## config.mk

```make
export PLATFORM = sky130hd
export DESIGN_NAME = mssd_serial_tx_flat
export DESIGN_NICKNAME = d
export VERILOG_FILES = /design/src/rtl/mssd_serial_tx_if.sv /design/src/rtl/mssd_serial_tx.sv /design/src/flat_wrapper.sv
export SDC_FILE = /design/constraint.sdc
export NUM_CORES = 1
export LEC_CHECK = 0
export ABC_AREA = 1
export CORE_ASPECT_RATIO = 0.5
export CORE_MARGIN = 3
export CORE_UTILIZATION = 42
export DETAILED_ROUTE_END_ITERATION = 8
export SYNTH_ARGS = -nofsm -noshare
export SYNTH_HDL_FRONTEND = slang
export SYNTH_SLANG_ARGS = --single-unit
```

## constraint.sdc

```tcl
create_clock -name clk -period 3.05 [get_ports clk]
set_clock_uncertainty 0.2 [all_clocks]
set_input_delay 0.61 -clock clk [delete_from_list [all_inputs] [get_ports clk]]
set_output_delay 0.61 -clock clk [all_outputs]
set_load 0.02 [all_outputs]
```

## src/rtl/mssd_serial_tx_if.sv

```systemverilog
// -----------------------------------------------------------------------------
// mssd_serial_tx_if
// Signal bundle between the host-side packet source (master) and the MSSD
// serial transmitter (slave).
//   frame_valid/frame_ready, port[1:0], len[5:0] : frame command channel
//   data_valid/data_ready, data[7:0]             : payload byte channel
//   ser_out                                       : serial line (registered)
//   busy, done, underrun, len_err                 : status / event pulses
//   state_dbg[2:0]                                : transmitter FSM state
// Handshake rule for both channels: a transfer happens at the rising clk edge
// where valid and ready are both 1. ready never depends on valid; the master
// holds its payload stable while valid is high and not yet taken.
// -----------------------------------------------------------------------------
interface mssd_serial_tx_if;
  logic       frame_valid;
  logic       frame_ready;
  logic [1:0] port;
  logic [5:0] len;
  logic       data_valid;
  logic       data_ready;
  logic [7:0] data;
  logic       ser_out;
  logic       busy;
  logic       done;
  logic       underrun;
  logic       len_err;
  logic [2:0] state_dbg;

  modport master (
    output frame_valid, port, len, data_valid, data,
    input  frame_ready, data_ready, ser_out, busy, done, underrun, len_err, state_dbg
  );

  modport slave (
    input  frame_valid, port, len, data_valid, data,
    output frame_ready, data_ready, ser_out, busy, done, underrun, len_err, state_dbg
  );
endinterface

```

## src/rtl/mssd_serial_tx.sv

```systemverilog
// -----------------------------------------------------------------------------
// mssd_serial_tx
// Serial frame transmitter for the MSSD link. One bit per clk:
//   idle-1, start-0, port[1:0], len[5:0], len data bytes, stop-1 (LSB first).
// Ports:
//   clk  : clock, one serial bit per cycle
//   rst  : asynchronous, active-high reset
//   bus  : mssd_serial_tx_if.slave (frame command, payload bytes, ser_out,
//          busy/done/underrun/len_err status, state_dbg FSM state)
// Build option: define MSSD_TX_GAP_EN to insert IDLE_GAP idle bits after each
// stop bit (frame_ready held low until the gap is over).
// -----------------------------------------------------------------------------
module mssd_serial_tx #(
  parameter logic [3:0] IDLE_GAP = 4'd2
) (
  input  logic            clk,
  input  logic            rst,
  mssd_serial_tx_if.slave bus
);

  typedef enum logic [2:0] {
    ST_IDLE  = 3'd0,
    ST_START = 3'd1,
    ST_HDR   = 3'd2,
    ST_DATA  = 3'd3,
    ST_STOP  = 3'd4
`ifdef MSSD_TX_GAP_EN
    , ST_GAP = 3'd5
`endif
  } state_e;

  state_e     state_q, state_d;
  logic [7:0] shift_q, shift_d;
  logic [2:0] bit_cnt_q, bit_cnt_d;
  logic [5:0] byte_cnt_q, byte_cnt_d;
  logic [5:0] fetched_q, fetched_d;
  logic [5:0] len_q, len_d;
  logic [7:0] hold_q, hold_d;
  logic       hold_full_q, hold_full_d;
  logic       ser_out_q, ser_out_d;
  logic       done_q, done_d;
  logic       underrun_q, underrun_d;
  logic       len_err_q, len_err_d;
`ifdef MSSD_TX_GAP_EN
  logic [3:0] gap_cnt_q, gap_cnt_d;
`else
  logic       unused_idle_gap;
  assign unused_idle_gap = ^IDLE_GAP;
`endif

  logic frame_ready, frame_acc, data_ready, data_acc, in_frame, slot_load;

`ifdef MSSD_TX_GAP_EN
  assign frame_ready = (state_q == ST_IDLE);
`else
  // Accepting in STOP lets the next start bit follow the stop bit directly.
  assign frame_ready = (state_q == ST_IDLE) || (state_q == ST_STOP);
`endif
  assign in_frame   = (state_q == ST_START) || (state_q == ST_HDR) || (state_q == ST_DATA);
  assign data_ready = !hold_full_q && in_frame && (fetched_q < len_q);
  assign frame_acc  = bus.frame_valid && frame_ready;
  assign data_acc   = bus.data_valid && data_ready;

  always_comb begin
    state_d     = state_q;
    shift_d     = shift_q;
    bit_cnt_d   = bit_cnt_q;
    byte_cnt_d  = byte_cnt_q;
    fetched_d   = fetched_q;
    len_d       = len_q;
    hold_d      = hold_q;
    hold_full_d = hold_full_q;
    underrun_d  = 1'b0;
    len_err_d   = 1'b0;
    slot_load   = 1'b0;
`ifdef MSSD_TX_GAP_EN
    gap_cnt_d   = gap_cnt_q;
`endif

    if (data_acc) begin
      hold_d      = bus.data;
      hold_full_d = 1'b1;
      fetched_d   = fetched_q + 6'd1;
    end

    case (state_q)
      ST_START: state_d = ST_HDR;
      ST_HDR: begin
        bit_cnt_d = bit_cnt_q + 3'd1;
        if (bit_cnt_q == 3'd7) begin
          state_d    = ST_DATA;
          byte_cnt_d = 6'd0;
          slot_load  = 1'b1;
        end else begin
          shift_d = {1'b0, shift_q[7:1]};
        end
      end
      ST_DATA: begin
        bit_cnt_d = bit_cnt_q + 3'd1;
        if (bit_cnt_q == 3'd7) begin
          if (byte_cnt_q == len_q - 6'd1) begin
            state_d = ST_STOP;
          end else begin
            byte_cnt_d = byte_cnt_q + 6'd1;
            slot_load  = 1'b1;
          end
        end else begin
          shift_d = {1'b0, shift_q[7:1]};
        end
      end
`ifdef MSSD_TX_GAP_EN
      // The IDLE cycle after GAP is itself an idle bit, so GAP lasts
      // IDLE_GAP-1 cycles to give IDLE_GAP idle bits before the next start.
      ST_STOP: begin
        gap_cnt_d = 4'd0;
        state_d   = (IDLE_GAP > 4'd1) ? ST_GAP : ST_IDLE;
      end
      ST_GAP: begin
        if (gap_cnt_q == IDLE_GAP - 4'd2) state_d = ST_IDLE;
        else                              gap_cnt_d = gap_cnt_q + 4'd1;
      end
`else
      ST_STOP: state_d = ST_IDLE;
`endif
      default: state_d = ST_IDLE;
    endcase

    // Byte boundary: take the held byte, else forward a byte arriving this
    // edge, else send 0x00. A missed slot is counted as fetched so a late
    // byte can never be accepted beyond the slots still left in the frame.
    if (slot_load) begin
      if (hold_full_q) begin
        shift_d     = hold_q;
        hold_full_d = 1'b0;
      end else if (data_acc) begin
        shift_d     = bus.data;
        hold_full_d = 1'b0;
      end else begin
        shift_d    = 8'h00;
        underrun_d = 1'b1;
        fetched_d  = fetched_q + 6'd1;
      end
    end

    if (frame_acc) begin
      if (bus.len == 6'd0) begin
        len_err_d = 1'b1;
        state_d   = ST_IDLE;
      end else begin
        state_d     = ST_START;
        shift_d     = {bus.len, bus.port};
        len_d       = bus.len;
        fetched_d   = 6'd0;
        hold_full_d = 1'b0;
        bit_cnt_d   = 3'd0;
        byte_cnt_d  = 6'd0;
      end
    end

    // Line value for the state being entered, so ser_out leaves a flop.
    case (state_d)
      ST_START:        ser_out_d = 1'b0;
      ST_HDR, ST_DATA: ser_out_d = shift_d[0];
      default:         ser_out_d = 1'b1;
    endcase
    done_d = (state_d == ST_STOP);
  end

  always_ff @(posedge clk or posedge rst) begin
    if (rst) begin
      state_q     <= ST_IDLE;
      shift_q     <= 8'h00;
      bit_cnt_q   <= 3'd0;
      byte_cnt_q  <= 6'd0;
      fetched_q   <= 6'd0;
      len_q       <= 6'd0;
      hold_q      <= 8'h00;
      hold_full_q <= 1'b0;
      ser_out_q   <= 1'b1;
      done_q      <= 1'b0;
      underrun_q  <= 1'b0;
      len_err_q   <= 1'b0;
`ifdef MSSD_TX_GAP_EN
      gap_cnt_q   <= 4'd0;
`endif
    end else begin
      state_q     <= state_d;
      shift_q     <= shift_d;
      bit_cnt_q   <= bit_cnt_d;
      byte_cnt_q  <= byte_cnt_d;
      fetched_q   <= fetched_d;
      len_q       <= len_d;
      hold_q      <= hold_d;
      hold_full_q <= hold_full_d;
      ser_out_q   <= ser_out_d;
      done_q      <= done_d;
      underrun_q  <= underrun_d;
      len_err_q   <= len_err_d;
`ifdef MSSD_TX_GAP_EN
      gap_cnt_q   <= gap_cnt_d;
`endif
    end
  end

  assign bus.frame_ready = frame_ready;
  assign bus.data_ready  = data_ready;
  assign bus.ser_out     = ser_out_q;
  assign bus.busy        = (state_q != ST_IDLE);
  assign bus.done        = done_q;
  assign bus.underrun    = underrun_q;
  assign bus.len_err     = len_err_q;
  assign bus.state_dbg   = state_q;

endmodule

```

## src/flat_wrapper.sv

```systemverilog
// flat-port wrapper written by rule: the top's interface ports become plain ports
module mssd_serial_tx_flat 
#(
  parameter logic [3:0] IDLE_GAP = 4'd2
)
  (clk, rst, bus_frame_valid, bus_port, bus_len, bus_data_valid, bus_data, bus_frame_ready, bus_data_ready, bus_ser_out, bus_busy, bus_done, bus_underrun, bus_len_err, bus_state_dbg);
  mssd_serial_tx_if bus_i ();
  input  logic clk;
  input  logic rst;
  input wire logic [$bits(bus_i.frame_valid)-1:0] bus_frame_valid;
  input wire logic [$bits(bus_i.port)-1:0] bus_port;
  input wire logic [$bits(bus_i.len)-1:0] bus_len;
  input wire logic [$bits(bus_i.data_valid)-1:0] bus_data_valid;
  input wire logic [$bits(bus_i.data)-1:0] bus_data;
  output wire logic [$bits(bus_i.frame_ready)-1:0] bus_frame_ready;
  output wire logic [$bits(bus_i.data_ready)-1:0] bus_data_ready;
  output wire logic [$bits(bus_i.ser_out)-1:0] bus_ser_out;
  output wire logic [$bits(bus_i.busy)-1:0] bus_busy;
  output wire logic [$bits(bus_i.done)-1:0] bus_done;
  output wire logic [$bits(bus_i.underrun)-1:0] bus_underrun;
  output wire logic [$bits(bus_i.len_err)-1:0] bus_len_err;
  output wire logic [$bits(bus_i.state_dbg)-1:0] bus_state_dbg;
  assign bus_i.frame_valid = bus_frame_valid;
  assign bus_i.port = bus_port;
  assign bus_i.len = bus_len;
  assign bus_i.data_valid = bus_data_valid;
  assign bus_i.data = bus_data;
  assign bus_frame_ready = bus_i.frame_ready;
  assign bus_data_ready = bus_i.data_ready;
  assign bus_ser_out = bus_i.ser_out;
  assign bus_busy = bus_i.busy;
  assign bus_done = bus_i.done;
  assign bus_underrun = bus_i.underrun;
  assign bus_len_err = bus_i.len_err;
  assign bus_state_dbg = bus_i.state_dbg;
  mssd_serial_tx #(.IDLE_GAP(IDLE_GAP)) u_core (.clk(clk), .rst(rst), .bus(bus_i));
endmodule
```

**After elaboration in Yosys (flattened, before gate mapping)**

Cells that the tools add are included.
Widths: inputs -> output; s select.

- Flip-flop bits (word level): 45
- Input port bits: 20
- Output and inout bits: 10
- Logic and storage cells: 86

- Add/sub/neg operators: 4
- Magnitude comparators: 1
- Equality and inequality tests: 10
- Multiplexer cells: 44
- Bitwise logic cells: 1
- Reductions and logical operators: 14

Operators by type and width:

| operator | number |
|---|---|
| $mux 6 | 11 |
| $mux 8 | 7 |
| $mux 3 | 7 |
| $mux 1 | 15 |
| $add 6x1->6 const B | 2 |
| $eq 3x2->1 const B | 4 |
| $pmux 6 s2 | 1 |
| $eq 3x3->1 const B | 3 |
| $pmux 3 s3 | 1 |
| $eq 3x1->1 const B | 2 |
| $eq 6x6->1 | 1 |
| $logic_not 6->1 | 1 |
| $lt 6x6->1 | 1 |
| $sub 6x1->6 const B | 1 |
| $logic_and 1x1->1 | 4 |
| $pmux 1 s2 | 2 |
| $reduce_or 2->1 | 2 |
| $add 3x1->3 const B | 1 |
| $logic_not 3->1 | 1 |
| $logic_or 1x1->1 | 3 |
| $reduce_bool 3->1 | 1 |
| $reduce_and 2->1 | 1 |
| $logic_not 1->1 | 1 |
| $not 1->1 | 1 |

**Depth between registers and ports, before layout**

- Depth in word-level cells: 12
- Gate-level depth with buffers: 16
- Mapped depth without buffers: 16

**Least setup slack after synthesis**

Ideal clock, no wire load.

- Path kind: register to register
- From: register u_core.len_q[0]
- To: register u_core.shift_q[3]
- Setup time: 0.124 ns
- Arrival time: 1.830 ns
- Required time: 2.726 ns
- Path slack: 0.896 ns
- Cell stages (with the launch flop): 16
- Buffers on the path: 1
- Cell sequence: dfrtp_1 > inv_2 > ha_1 > inv_1 > nand2_1 > nand2_1 > nor2_1 > nand2_1 > nor2_4 > nand3_4 > nand2_2 > nand2_4 > buf_6 > nand2_1 > o21ai_1 > o21bai_1

- Cells in the longest elaborated chain, start to end: 8

Ends and longest elaborated chain:

| what | line | RTL |
|---|---|---|
| start: declaration | mssd_serial_tx.sv:37 | `logic [5:0] len_q, len_d;` |
| start signal: assignment | mssd_serial_tx.sv:192 | `len_q <= len_d;` |
| $sub 6x1->6 or $lt 6x6->1 (tied branches) | mssd_serial_tx.sv:101, mssd_serial_tx.sv:60 |  |
| $eq 6x6->1 or $logic_and 1x1->1 (tied branches) | mssd_serial_tx.sv:101, mssd_serial_tx.sv:60 |  |
| $mux 1 or $logic_and 1x1->1 (tied branches) | mssd_serial_tx.sv:101, mssd_serial_tx.sv:62 |  |
| $mux 1 or $mux 8 (tied branches) | mssd_serial_tx.sv:100, mssd_serial_tx.sv:135 |  |
| $pmux 1 s2 or $mux 8 (tied branches) | mssd_serial_tx.sv:86, mssd_serial_tx.sv:132 |  |
| $mux 8 * | mssd_serial_tx.sv:131 | `if (slot_load) begin` |
| $mux 8 | mssd_serial_tx.sv:146 | `if (bus.len == 6'd0) begin` |
| $mux 8 * | mssd_serial_tx.sv:145 | `if (frame_acc) begin` |
| named net u_core.shift_d[3] | mssd_serial_tx.sv:33 | `logic [7:0] shift_q, shift_d;` |
| end signal: assignment | mssd_serial_tx.sv:188 | `shift_q <= shift_d;` |
| end: declaration | mssd_serial_tx.sv:33 |  |

Mark *: on every way through the listed nets, which the timed path passes. The rest lies on a longest branch.
A chain may end at the register's enable or synchronous reset.

**Worst setup path after layout**

- From: register u_core.len_q[5]
- To: output port bus_data_ready

- Cells in the longest elaborated chain, start to end: 2

Ends and longest elaborated chain:

| what | line | RTL |
|---|---|---|
| $lt 6x6->1 | mssd_serial_tx.sv:60 | `assign data_ready = !hold_full_q && in_frame && (fetched_q < len_q);` |
| $logic_and 1x1->1 | mssd_serial_tx.sv:60 |  |
| end: declaration | flat_wrapper.sv:16 | `output wire logic [$bits(bus_i.data_ready)-1:0] bus_data_ready;` |

No other way between the ends.

==> results.cfg <==
[global_route]
antenna_found_initial = 0
grt_max_degree = 46
grtUsageTotal = 0.193
grt_pass1_vias = 2450
gr-total-overflow = 0
grt_first_pass_wirelength_mm = 11.9

[timing]
worst_hold_slack_ps = 287
hold_viol_final = 0
setup_viol = 0
relSlewSlack = 0.614
fin_crit_ps = 2510
fin_tns_setup_ps = 0
min_period_over_period = 0.824
maxSlewViolCount = 0
rsz0062_at_grt = false
worst_pin_slew_ps = 578
fmax_mhz = 398

[floorplan]
boundaryPins = 30
die_w_um = 122
fp.dieH_um = 63.8
num_rows = 20
core_sq_um = 6260
dieArea_sq_um = 7750
initial_core_util = 0.448

[outcome]
status = completed

[place]
dpl_cell_area_sq_um = 3190
io_buffers = 29
dpl.hpwl_mm = 5.04
place_congestion = 0.860

[final_layout]
synthToLayoutAreaGrowth_pct = 19.0
fin_util = 0.533
layout_common_cells = nand2_1, inv_1, dfrtp_1, o21ai_0, nor2_1
final_common_cell = nand2_1
drive_gt1_frac = 0.0773
insertedDiodeCount = 0
nets = 443
nFillCells = 635
fin_area_sq_um = 3340

[detailed_routing]
first_pass_iters = 4
dr.first_iter.drc_count = 124
wl_met2_mm = 2.85
num_vias = 2452
top_layer_used = met4
final_antenna_net_count = 0
wl_mm = 6.72
wl_per_cell_um = 13.4
routed_via_density = 4.88
drc = 0
wl_met1_mm = 3.54
route.met3.wl_um = 275

[clocking]
cts_hold_buf = 0
ctsRootBufferMaster = clkbuf_16
clock_latency_ps = 290
clkSinkCount = 45
cts_tree = built
post_cts_resized = 0
numCtsBuffers = 5
cts.clk_slew.worst_paths_ps = 60
postCtsSetupRepairBufs = 0
cts_buffer_depth = 2
cts.htree.levels = 2

[setup_path]
crit_chain = inv_1 > ha_1 > nand2_1 > nand2_1 > nor2_1 > nand3_1 > inv_1 > dlymetal6s2s_1
critical_path_buf_inv_count = 3
r2r_start = u_core.len_q[0]
r2r_end = u_core.shift_q[5]
rrSetupSlack_ps = 550
crit_arrival_ps = 1700
critPathRequiredTime_ps = 2240
cp.depth = 8
crit_path_start_kind = register
crit_path_top_delay_cell = dfrtp_1
slowest_delay_ps = 370
rr_worst_depth = 14
cp_max_fo = 3
cpLargestDelayFamily = simple AND/OR/NAND/NOR gates
cp-end-kind = primary output
path_class = reg -> out

[synthesis]
syn_nets = 411
avgSynthCellArea_sq_um = 7.36
ys_seq_area_frac = 0.402
yosys.cell_types.count = 33
ys_ff_latch = 45
postSynthCellCount = 381
syn_area_sq_um = 2800
synth_warnings = 0

[power_and_ir_drop]
power_uw = 2080
power.leakage_uw = 0.00167
ir_drop_uv = 412
power-per-cell-area_nw_per_um2 = 624

[worst_hold_path]
hold_depth = 2
min_path_type = reg -> reg
worstHoldStart = u_core.hold_q[0]
holdPathEnd = u_core.hold_q[0]

[flow_run]
cap_violations = 0
==> power breakdown <==
group	internal, uW	switching [uW]
logic	306	442
registers	721	75.5
clock network	302	234
==> through the flow <==
stage / instances / setup WS [ps]
final: 502 / 537
after global routing: 502 / 302
after CTS: 502 / 153
after detailed placement: 494 / 482
after global placement: 494 / 525
after floorplan: 381 / 896
==> worst max-delay path by stage <==
stage / slack, ps / endpoint / start
2_1_floorplan: 900 / u_core.shift_q[3] / u_core.len_q[0]
3_3_place_gp: 520 / bus_data_ready / u_core.len_q[5]
3_5_place_dp: 480 / bus_data_ready / u_core.len_q[5]
4_1_cts: 150 / bus_data_ready / u_core.len_q[5]
5_1_grt: 300 / u_core.fetched_q[3] / u_core.len_q[0]
6_report: 540 / bus_data_ready / u_core.len_q[5]
==> logic make-up after synthesis <==
family	share of synthesized area
AO/OA/AOI/OAI	0.122
XOR/XNOR	0.0402
adder cells (fa/ha/maj)	0.0446
buffers and inverters	0.0879
flip-flops	0.402
multiplexers	0.0219
AND/OR/NAND/NOR	0.282
==> registers in the layout, summed over array words and instances, names as in the netlist <==
register and cells:
u_core.len_q 6, u_core.bus.underrun 1, u_core.bus.ser_out 1, u_core.bit_cnt_q 3, u_core.shift_q 8, u_core.hold_full_q 1
u_core.bus.state_dbg 3, u_core.bus.done 1, u_core.fetched_q 6, u_core.hold_q 8, u_core.bus.len_err 1, u_core.byte_cnt_q 6
==> metal layers <==
metal | vias to the layer above | global-route usage
met2 | 43 | 0.296
met5 | - | 0
met4 | 0 | 0.0433
met1 | 1126 | 0.282
met3 | 7 | 0.0407
li1 | 1276 | -
==> synth_stat cells <==
| master | count | area (sq um) |
|---|---|---|
| o21ai_1 | 4 | 20.0 |
| nand3_4 | 1 | 17.5 |
| clkbuf_1 | 4 | 15.0 |
| nand3_1 | 25 | 125 |
| nand2_1 | 101 | 379 |
| ha_1 | 10 | 125 |
| nand2_4 | 1 | 11.3 |
| dfrtp_1 | 44 | 1100 |
| xor2_2 | 1 | 16.3 |
| inv_2 | 4 | 15.0 |
| buf_6 | 1 | 11.3 |
| a22oi_1 | 1 | 7.51 |
| nor2_2 | 4 | 25.0 |
| inv_1 | 50 | 188 |
| nand4_1 | 6 | 37.5 |
| nor2_1 | 32 | 120 |
| mux2i_1 | 5 | 50.1 |
| dfstp_2 | 1 | 26.3 |
| mux2_2 | 1 | 11.3 |
| buf_2 | 2 | 10.0 |
| nor4_1 | 1 | 6.26 |
| nand2_2 | 4 | 25.0 |
| o21ai_2 | 1 | 8.76 |
| buf_1 | 1 | 3.75 |
| clkinv_1 | 1 | 3.75 |
| o211ai_1 | 1 | 7.51 |
| xor2_1 | 9 | 78.8 |
| xnor2_1 | 2 | 17.5 |
| a21oi_1 | 17 | 85.1 |
| nor3_1 | 4 | 20.0 |
| o21ai_0 | 35 | 175 |
| o21bai_1 | 5 | 37.5 |
| nor2_4 | 2 | 22.5 |
==> area by class of cell <==
class                           count  area (sq um)  area share
Clock buffer                        6           129      0.0386
Inverter                           55           206      0.0619
Multi-Input combinational cell    273          1430       0.429
Tap cell                           88           110      0.0330
Timing Repair Buffer               33           323      0.0968
Clock inverter                      2          10.0     0.00300
Sequential cell                    45          1130       0.338
==> worst reg2reg max path, stage by stage (launching register included) <==
cell and delay (ps):
dfrtp_1 460, inv_2 90, ha_1 320, inv_1 50, nand2_1 50, nand2_1 40, nor2_1 90, nand2_1 90
nor2_4 190, nand3_4 150, nand2_2 120, nand2_4 130, nor2_2 130, inv_1 120, o21bai_1 190
Note: power is estimated with default switching activity, not from simulation.
